==> src/rtl/countdown_timer.sv <==
// -----------------------------------------------------------------------------
// countdown_timer
//
// BCD m:ss.t countdown timer. A preset is loaded with ld, counting starts with
// go, and each en tick in RUN takes one tenth of a second off the count. When
// the count reaches 0:00.0 a one-cycle done pulse is produced and the timer
// either stops in DONE or, with AUTO_RELOAD=1, reloads the preset and keeps
// running. The digit layout matches the up-counting timing counter so the
// same display path can be driven from q0/qs/qm.
//
// Parameters:
//   AUTO_RELOAD  0: stop in DONE on expiry; 1: reload preset and keep running
//
// Ports:
//   clk   in   system clock, all state changes on rising edge
//   r     in   synchronous reset, active-high, overrides everything
//   en    in   one-tenth-second time-base tick, acted on only in RUN
//   ld    in   load preset from t_in/s_in/m_in (clamped to legal BCD)
//   t_in  in   [3:0] preset tenths
//   s_in  in   [7:0] preset seconds BCD ([7:4] tens, [3:0] units)
//   m_in  in   [3:0] preset minutes
//   go    in   start / resume counting
//   stop  in   pause counting
//   q0    out  [3:0] current tenths
//   qs    out  [7:0] current seconds BCD
//   qm    out  [3:0] current minutes
//   busy  out  high while in RUN
//   done  out  one-cycle pulse on expiry
// -----------------------------------------------------------------------------
module countdown_timer #(
    parameter bit AUTO_RELOAD = 1'b0
) (
    input  logic       clk,
    input  logic       r,
    input  logic       en,
    input  logic       ld,
    input  logic [3:0] t_in,
    input  logic [7:0] s_in,
    input  logic [3:0] m_in,
    input  logic       go,
    input  logic       stop,
    output logic [3:0] q0,
    output logic [7:0] qs,
    output logic [3:0] qm,
    output logic       busy,
    output logic       done
);

    typedef enum logic [1:0] {
        ST_IDLE  = 2'd0,
        ST_RUN   = 2'd1,
        ST_PAUSE = 2'd2,
        ST_DONE  = 2'd3
    } state_t;

    // Count and preset are kept packed as {minutes, seconds_tens,
    // seconds_units, tenths}, one nibble each.
    localparam logic [15:0] ZERO_COUNT = 16'h0000;

    // Force every digit of a raw preset into its legal BCD range.
    function automatic logic [15:0] clamp_preset(
        input logic [3:0] t,
        input logic [7:0] s,
        input logic [3:0] m
    );
        logic [3:0] v_t;
        logic [3:0] v_su;
        logic [3:0] v_st;
        logic [3:0] v_m;
        v_t  = (t      > 4'd9) ? 4'd9 : t;
        v_su = (s[3:0] > 4'd9) ? 4'd9 : s[3:0];
        v_st = (s[7:4] > 4'd5) ? 4'd5 : s[7:4];
        v_m  = (m      > 4'd9) ? 4'd9 : m;
        return {v_m, v_st, v_su, v_t};
    endfunction

    // Subtract one tenth from a packed m:ss.t value with BCD borrows.
    // Minutes never wrap below zero; a zero count is not decremented in RUN.
    function automatic logic [15:0] dec_count(input logic [15:0] c);
        logic [3:0] v_t;
        logic [3:0] v_su;
        logic [3:0] v_st;
        logic [3:0] v_m;
        v_t  = c[3:0];
        v_su = c[7:4];
        v_st = c[11:8];
        v_m  = c[15:12];
        if (v_t != 4'd0) begin
            v_t = v_t - 4'd1;
        end else begin
            v_t = 4'd9;
            if (v_su != 4'd0) begin
                v_su = v_su - 4'd1;
            end else begin
                v_su = 4'd9;
                if (v_st != 4'd0) begin
                    v_st = v_st - 4'd1;
                end else begin
                    v_st = 4'd5;
                    if (v_m != 4'd0) begin
                        v_m = v_m - 4'd1;
                    end else begin
                        v_m = 4'd0;
                    end
                end
            end
        end
        return {v_m, v_st, v_su, v_t};
    endfunction

    state_t      r_state;
    logic [15:0] r_count;
    logic [15:0] r_preset;
    logic        r_busy;
    logic        r_done;

    state_t      w_state_nxt;
    logic [15:0] w_count_nxt;
    logic [15:0] w_preset_nxt;
    logic        w_done_nxt;
    logic [15:0] w_count_dec;
    logic        w_count_zero;

    assign w_count_dec  = dec_count(r_count);
    assign w_count_zero = (r_count == ZERO_COUNT);

    // State, count, preset and output registers with synchronous reset.
    always_ff @(posedge clk) begin
        if (r) begin
            r_state  <= ST_IDLE;
            r_count  <= ZERO_COUNT;
            r_preset <= ZERO_COUNT;
            r_busy   <= 1'b0;
            r_done   <= 1'b0;
        end else begin
            r_state  <= w_state_nxt;
            r_count  <= w_count_nxt;
            r_preset <= w_preset_nxt;
            r_busy   <= (w_state_nxt == ST_RUN);
            r_done   <= w_done_nxt;
        end
    end

    // Next-state logic; input priority is ld > stop > go > en.
    always_comb begin
        w_state_nxt  = r_state;
        w_count_nxt  = r_count;
        w_preset_nxt = r_preset;
        w_done_nxt   = 1'b0;

        if (ld) begin
            w_count_nxt  = clamp_preset(t_in, s_in, m_in);
            w_preset_nxt = clamp_preset(t_in, s_in, m_in);
            w_state_nxt  = ST_IDLE;
        end else if (stop) begin
            // Outside RUN stop does nothing, but it still masks go and en.
            if (r_state == ST_RUN) begin
                w_state_nxt = ST_PAUSE;
            end else begin
                w_state_nxt = r_state;
            end
        end else if (go) begin
            case (r_state)
                ST_IDLE, ST_PAUSE: begin
                    if (w_count_zero) begin
                        w_state_nxt = ST_DONE;
                        w_done_nxt  = 1'b1;
                    end else begin
                        w_state_nxt = ST_RUN;
                    end
                end
                default: begin
                    w_state_nxt = r_state;
                end
            endcase
        end else if (en && (r_state == ST_RUN)) begin
            if (w_count_dec == ZERO_COUNT) begin
                w_done_nxt = 1'b1;
                if (AUTO_RELOAD) begin
                    w_count_nxt = r_preset;
                    w_state_nxt = ST_RUN;
                end else begin
                    w_count_nxt = ZERO_COUNT;
                    w_state_nxt = ST_DONE;
                end
            end else begin
                w_count_nxt = w_count_dec;
            end
        end else begin
            w_state_nxt = r_state;
        end
    end

    assign q0   = r_count[3:0];
    assign qs   = r_count[11:4];
    assign qm   = r_count[15:12];
    assign busy = r_busy;
    assign done = r_done;

endmodule

==> config.mk <==
export PLATFORM = sky130hd
export DESIGN_NAME = countdown_timer
export DESIGN_NICKNAME = d
export VERILOG_FILES = /design/src/rtl/countdown_timer.sv
export SDC_FILE = /design/constraint.sdc
export NUM_CORES = 1
export LEC_CHECK = 0
export BUFFER_PORTS_ARGS = -buffer_cell sky130_fd_sc_hd__buf_2
export CAP_MARGIN = 20
export CORE_ASPECT_RATIO = 1.4
export CORE_MARGIN = 2
export CORE_UTILIZATION = 39
export DETAILED_ROUTE_END_ITERATION = 8
export PLACE_DENSITY = 0.63
export SYNTH_ARGS = -nofsm -noshare
export SYNTH_HDL_FRONTEND = slang
export SYNTH_SLANG_ARGS = --single-unit
export TNS_END_PERCENT = 50
==> constraint.sdc <==
create_clock -name clk -period 2.25 [get_ports clk]
set_clock_uncertainty 0.05 [all_clocks]
set_input_delay 0.1125 -clock clk [delete_from_list [all_inputs] [get_ports clk]]
set_output_delay 0.1125 -clock clk [all_outputs]
set_load 0.05 [all_outputs]
# Yosys cells after proc, flatten, opt, wreduce, memory -nomap -nowiden
# Cells that the tools add are included.
[totals]
regBits = 20
ramBits = 0
latch_bits = 0
mem_count = 0
word_cells = 61
romBits = 0
[classes]
div_mod_pow = 0
n_eq_ne = 5
reduce_logical = 12
add_sub_neg = 4
order_cmp = 4
bitwise_logic = 0
shifts = 0
n_mux = 32
multipliers = 0
[ops]
columns = ["op", "n"]
rows = [
  ["$mux W16", 5],
  ["$mux W4", 14],
  ["$logic_not A16 Y1", 2],
  ["$mux W2", 8],
  ["$reduce_bool A4 Y1", 4],
  ["$sub A4 B1 Y4 const B", 4],
  ["$gt A4 B4 Y1 const B", 3],
  ["$mux W1", 5],
  ["$eq A2 B1 Y1 const B", 2],
  ["$gt A4 B3 Y1 const B", 1],
  ["$ne A2 B2 Y1 const B", 2],
  ["$reduce_and A3 Y1", 1],
  ["$reduce_or A3 Y1", 1],
  ["$eq A2 B2 Y1 const B", 1],
  ["$logic_not A2 Y1", 1],
  ["$reduce_bool A2 Y1", 1],
  ["$reduce_or A2 Y1", 1],
  ["$logic_and A1 B1 Y1", 1],
]

# Longest topological paths before layout
[depth]
ltp_word = 12
depth_mapped = 8
depth_no_buf = 7

# Worst setup path after synthesis
# OpenSTA, ideal clock, no wires.
[synth_timing]
kind = "register to register"
startpoint = "register r_count[1]"
endpoint = "register r_count[14]"
arrival_ps = 2573
path_buffers = 1
required_time_ps = 2109
slack_ps = -464
path_stages_with_launch = 9
path_cell_list = "dfxtp_1 inv_1 ha_1 or3b_1 buf_2 nor3_2 nand4b_1 or3b_2 a311oi_1"
[synth_via]
elab_chain_len = 8
elab_cells_between_ends = 12
classes_between = "1 x add/sub; 9 x mux; 2 x reduce/logical"
[synth_rtl]
columns = ["item", "line_no", "text"]
rows = [
  ["start, declared", "112", "logic [15:0] r_count;"],
  ["start signal, assigned", "137", "r_count <= w_count_nxt;"],
  ["$sub A4 B1 Y4 or $reduce_bool A4 Y1 (tied branches)", "89, 88", ""],
  ["$mux W4", "88", "if (v_t != 4'd0) begin"],
  ["$logic_not A16 Y1", "177", "if (w_count_dec == ZERO_COUNT) begin"],
  ["$mux W16 *", "177", ""],
  ["$mux W16 *", "176", "end else if (en && (r_state == ST_RUN)) begin"],
  ["$mux W16 *", "162", "end else if (go) begin"],
  ["$mux W16 *", "155", "end else if (stop) begin"],
  ["$mux W16 *", "151", "if (ld) begin"],
]
# Mark *: on every way between the ends. The rest lies on a longest branch, timed or not. The select of a mux whose other input is x is not followed.
# A chain may end at the register's enable or synchronous reset.

# Worst setup path in the final report
[layout_timing]
startpoint = "register r_count[8]"
endpoint = "register r_count[1]"
[layout_via]
elab_chain_len = 10
elab_cells_between_ends = 14
classes_between = "1 x add/sub; 11 x mux; 2 x reduce/logical"
[layout_rtl]
columns = ["item", "line_no", "text"]
rows = [
  ["$sub A4 B1 Y4 or $reduce_bool A4 Y1 (tied branches)", "97, 96", ""],
  ["$mux W4", "96", "if (v_st != 4'd0) begin"],
  ["$mux W4", "92", "if (v_su != 4'd0) begin"],
  ["$mux W4", "88", ""],
  ["$logic_not A16 Y1 *", "177", ""],
  ["$mux W16 *", "177", ""],
  ["$mux W16 *", "176", ""],
  ["$mux W16 *", "162", ""],
  ["$mux W16 *", "155", ""],
  ["$mux W16 *", "151", ""],
]
# Marked as above.

==> results.md <==
| Item | Value | Unit |
|:---|:---|:---|
| Setup TNS after final layout | -0.02417 | ns |
| Clock input transition at the sequential cells of the worst setup and hold paths | 0.08 | ns |
| Number of DRC violations after detailed routing | 0 | - |
| Setup Crit Path Kind | reg -> reg | - |
| Violated checks | negative setup slack | - |
| Switching power | 336.2 | uW |
| Final routed wirelength across all metal layers | 3906 | um |
| Sequential share of power | 41.0 | % |
| Width of the chip | 52.42 | um |
| Largest net degree at the start of global routing | 21 | - |
| Filler cell count in the final layout | 311 | - |
| Total Die Area | 0.003763 | mm^2 |
| Half-perimeter wire length after placement | 2922 | um |
| Cell count after placement | 255 | - |
| Slowest stage cell on the critical path | sky130_fd_sc_hd__or4_4 | - |
| Type of destination of the critical path | flop | - |
| CTS Buffer Depth | 2 | - |
| Starting utilization of the core area | 40.99 | % |
| Total routing usage reported by global routing | 21.91 | % |
| Register Area | 411.6 | um^2 |
| Final worst path period share | 101.1 | % |
| Arr. time, crit path | 2.36 | ns |
| Post-synth ARST share | 0 | % |
| Fmax achieved | 439.7 | MHz |
| Combinational cell fraction of total power | 33.7 | % |
| Synthesis Warnings | 0 | - |
| Beginning of the worst register-to-register path | r_count[8] | - |
| Flop and latch count out of synthesis | 20 | - |
| Count of flip-flops with a built-in enable after synthesis | 0 | - |
| Setup violation total in the final timing report | 1 | - |
| Ant. Diodes | 0 | - |
| Clock buffers created by TritonCTS | 3 | - |
| Share of the synthesized area in the top cell type | 31.28 | % |
| Syn Std Cell Area | 0.001280 | mm^2 |
| Bufs and invs on worst path | 1 | - |
| Final RePlAce weighted congestion | 0.8175 | - |
| Leading post-synthesis cells by instance count | sky130_fd_sc_hd__dfxtp_1 (20), sky130_fd_sc_hd__nor2_1 (20), sky130_fd_sc_hd__a21oi_1 (10) | - |
| Number of nets at the end of the flow | 247 | - |
| Number of hold-slack violations in the final timing report | 0 | - |
| Mean cell area of the mapped netlist | 7.901 | um^2 |
| Quantity of I/O buffers inserted on ports | 39 | - |
| Die height | 71.79 | um |
| Pwr per Cell Area | 526.1 | mW/mm^2 |
| Worst slew slack as a fraction of its limit | 60.58 | % |
| Critical Path Start | r_count[8] | - |
| Synthesized netlist cell count | 162 | - |
| First-pass GRT wire length | 6361 | um |
| Via count of the first global-routing pass | 1422 | - |
| Net count of the mapped netlist | 186 | - |
| Worst-margin pin slew | 0.5907 | ns |
| TritonRoute pass-1 iters | 4 | - |
| Residual antenna-violating net count after detailed routing | 0 | - |
| Count of standard-cell rows | 24 | - |
| Design internal power | 621.6 | uW |
| Switching share of power | 35.10 | % |
| Slack of the critical path | -0.02417 | ns |
| Number of slew-limit violations in the final report | 0 | - |
| Number of hold buffers added after CTS | 0 | - |
| Most area-consuming cells after synthesis | sky130_fd_sc_hd__dfxtp_1 (31%), sky130_fd_sc_hd__nor2_1 (5.9%), sky130_fd_sc_hd__a21oi_1 (3.9%) | - |
| Core outline area | 0.003123 | mm^2 |
| Setup slack, reg-to-reg | -0.02 | ns |
| Maximum level of the CTS H-tree | 1 | - |
| Multi-input gate area in the final layout | 897.1 | um^2 |
| Crit-path leading delay family | simple AND/OR/NAND/NOR gates | - |
| Part of the Yosys area used for sequential elements | 31.28 | % |
| Clock tree from TritonCTS | built | - |
| Library cells used by synthesis | 51 | - |
| Filler-free cell count of the finished design | 261 | - |
| Area grow syn2layout | 42.23 | % |
| Overall Power | 957.8 | uW |
| Largest stage delay on the critical path | 0.55 | ns |
| Via count | 1489 | - |
| Worst min-delay path startpoint | t_in[2] | - |
| Share of power burned in the clock network | 25.3 | % |
| Result of the run | finished, violations left | - |
| Clock Sink Count | 20 | - |
| Antenna violations before repair | 0 | - |
| Most numerous cell on the critical path | sky130_fd_sc_hd__or4_4 | - |
| Clock period minus worst slack | 2.274 | ns |
| Sequence of cells on the critical path | or4_4, or4_4, buf_4, maj3_2, o211ai_1, a211oi_1 | - |
| Detailed-route vias per instance | 5.705 | - |
| Number of max-cap violations | 0 | - |
| CP max FO | 4 | - |
| Top-level I/O count | 40 | - |
| Proportion of layout cells with a drive suffix above 1 | 39.64 | % |
| Number of design-rule violations left by the first detailed-router iteration | 64 | - |
| Clock tree root buffer cell | sky130_fd_sc_hd__clkbuf_8 | - |
| Per-cell routed wire length | 14.97 | um |
| Most common flop cell mapped by yosys | sky130_fd_sc_hd__dfxtp_1 | - |
| Cell accounting for the most synthesized area | sky130_fd_sc_hd__dfxtp_1 | - |
| Remaining Overflow, GRT | 0 | - |
| Static Leak | 0.7603 | nW |
| Endpoint required time on the critical path | 2.33 | ns |
| RSZ-0062 raised after global routing | true | - |
| Final core area utilization | 58.29 | % |
| Clock insertion delay at the later pin of the skew report | 0.26 | ns |
| Setup crit start kind | flop | - |
| Worst IR Drop VDD | 0.0003444 | V |
| Min-delay worst type | in -> reg | - |
[power by group through the flow]
stage	clock (mW)	combinational [mW]	sequential, mW
global placement	0	0.292	0.400
detailed placement	0	0.299	0.400
floorplan	0	0.129	0.468
global route	0.267	0.346	0.396
CTS	0.248	0.307	0.392
finish	0.243	0.322	0.393
[tightest hold or removal path, cell delays in order]
cell and delay (ns):
sky130_fd_sc_hd__buf_2 0.09, sky130_fd_sc_hd__a22oi_1 0.06, sky130_fd_sc_hd__nor2_1 0.08
[cells in the final DEF (no fill, tap or decap), types with 2 or more instances in the layout]
cell and instances:
sky130_fd_sc_hd__a21oi_1 10, sky130_fd_sc_hd__a311oi_1 2, sky130_fd_sc_hd__or3b_4 2, sky130_fd_sc_hd__o31ai_1 2, sky130_fd_sc_hd__dfxtp_2 3, sky130_fd_sc_hd__buf_4 25
sky130_fd_sc_hd__inv_4 2, sky130_fd_sc_hd__or4_4 2, sky130_fd_sc_hd__nor4_1 4, sky130_fd_sc_hd__nand2_1 8, sky130_fd_sc_hd__nand3_1 3, sky130_fd_sc_hd__nand4_1 2
sky130_fd_sc_hd__nor2_1 20, sky130_fd_sc_hd__a211oi_1 5, sky130_fd_sc_hd__nand3b_1 2, sky130_fd_sc_hd__nor3_1 9, sky130_fd_sc_hd__dfxtp_4 2, sky130_fd_sc_hd__clkbuf_8 3
sky130_fd_sc_hd__o21a_1 5, sky130_fd_sc_hd__buf_2 39, sky130_fd_sc_hd__a221oi_1 2, sky130_fd_sc_hd__and2_1 2, sky130_fd_sc_hd__nand4b_1 2, sky130_fd_sc_hd__a31oi_1 2
sky130_fd_sc_hd__or4_1 2, sky130_fd_sc_hd__dfxtp_1 15, sky130_fd_sc_hd__nand2b_1 2, sky130_fd_sc_hd__o21ai_0 7, sky130_fd_sc_hd__o211ai_1 2, sky130_fd_sc_hd__a22oi_1 2
sky130_fd_sc_hd__inv_1 3, sky130_fd_sc_hd__xnor2_1 3
[cells by family (layout without fill, tap and decap cells)]
logic type	count (synthesis)	in the layout	share of synthesized area [%]
buf+inv	14	74	4.203
simple gates	69	69	30.40
xor+xnor	4	4	2.738
fa+ha+maj	3	3	2.737
mux	1	1	0.7820
flops	20	20	31.28
compound gates	51	51	27.86
[path summary, 6_finish.rpt]
check / endpoint / cells after the start
setup / recovery: r_count[1] / 6
hold / removal: r_count[2] / 3
setup reg to reg: r_count[1] / 6
hold reg to reg: r_count[15] / 2
[registers in the layout (all words and copies together) (netlist names)]
| name | cells |
|---|---|
| done | 1 |
| r_count | 16 |
| r_state | 2 |
| busy | 1 |
[area by class of cell]
class / instances / share of cell area, %
Clock inverter: 1 / 0.2062
Timing Repair Buffer: 65 / 21.65
Clock buffer: 3 / 2.268
Sequential cell: 20 / 22.61
Multi-Input combinational cell: 128 / 49.28
Inverter: 5 / 1.306
Tap cell: 39 / 2.680
[per-layer routing]
| layer | track usage (%) | wire, um | vias up |
|---|---|---|---|
| met2 | 39.03 | 2066 | 37 |
| li1 | - | - | 744 |
| met5 | 0 | 0 | - |
| met4 | 5.983 | 65 | 0 |
| met1 | 26.54 | 1670 | 700 |
| met3 | 3.542 | 104 | 8 |
[metrics by stage]
| stage | worst slack (ns) | cell area, um^2 | hold WS [ns] |
|---|---|---|---|
| finish | -0.02417 | 1821 | 0.05693 |
| global route | -0.1096 | 1821 | 0.07008 |
| CTS | -0.05529 | 1780 | 0.06221 |
| detailed placement | -0.04819 | 1705 | 0.3351 |
| global placement | 0.004712 | 1705 | 0.3171 |
| floorplan | -0.1832 | 1323 | 0.2073 |
[what timing repair did]
action | 4_1_cts | 5_1_grt
setup endpoints to repair | 7 | 10
resized for setup | 4 | 6
buffers inserted | 2 | 0
pin swaps | 3 | 5
(Power assumes the default switching activity.)
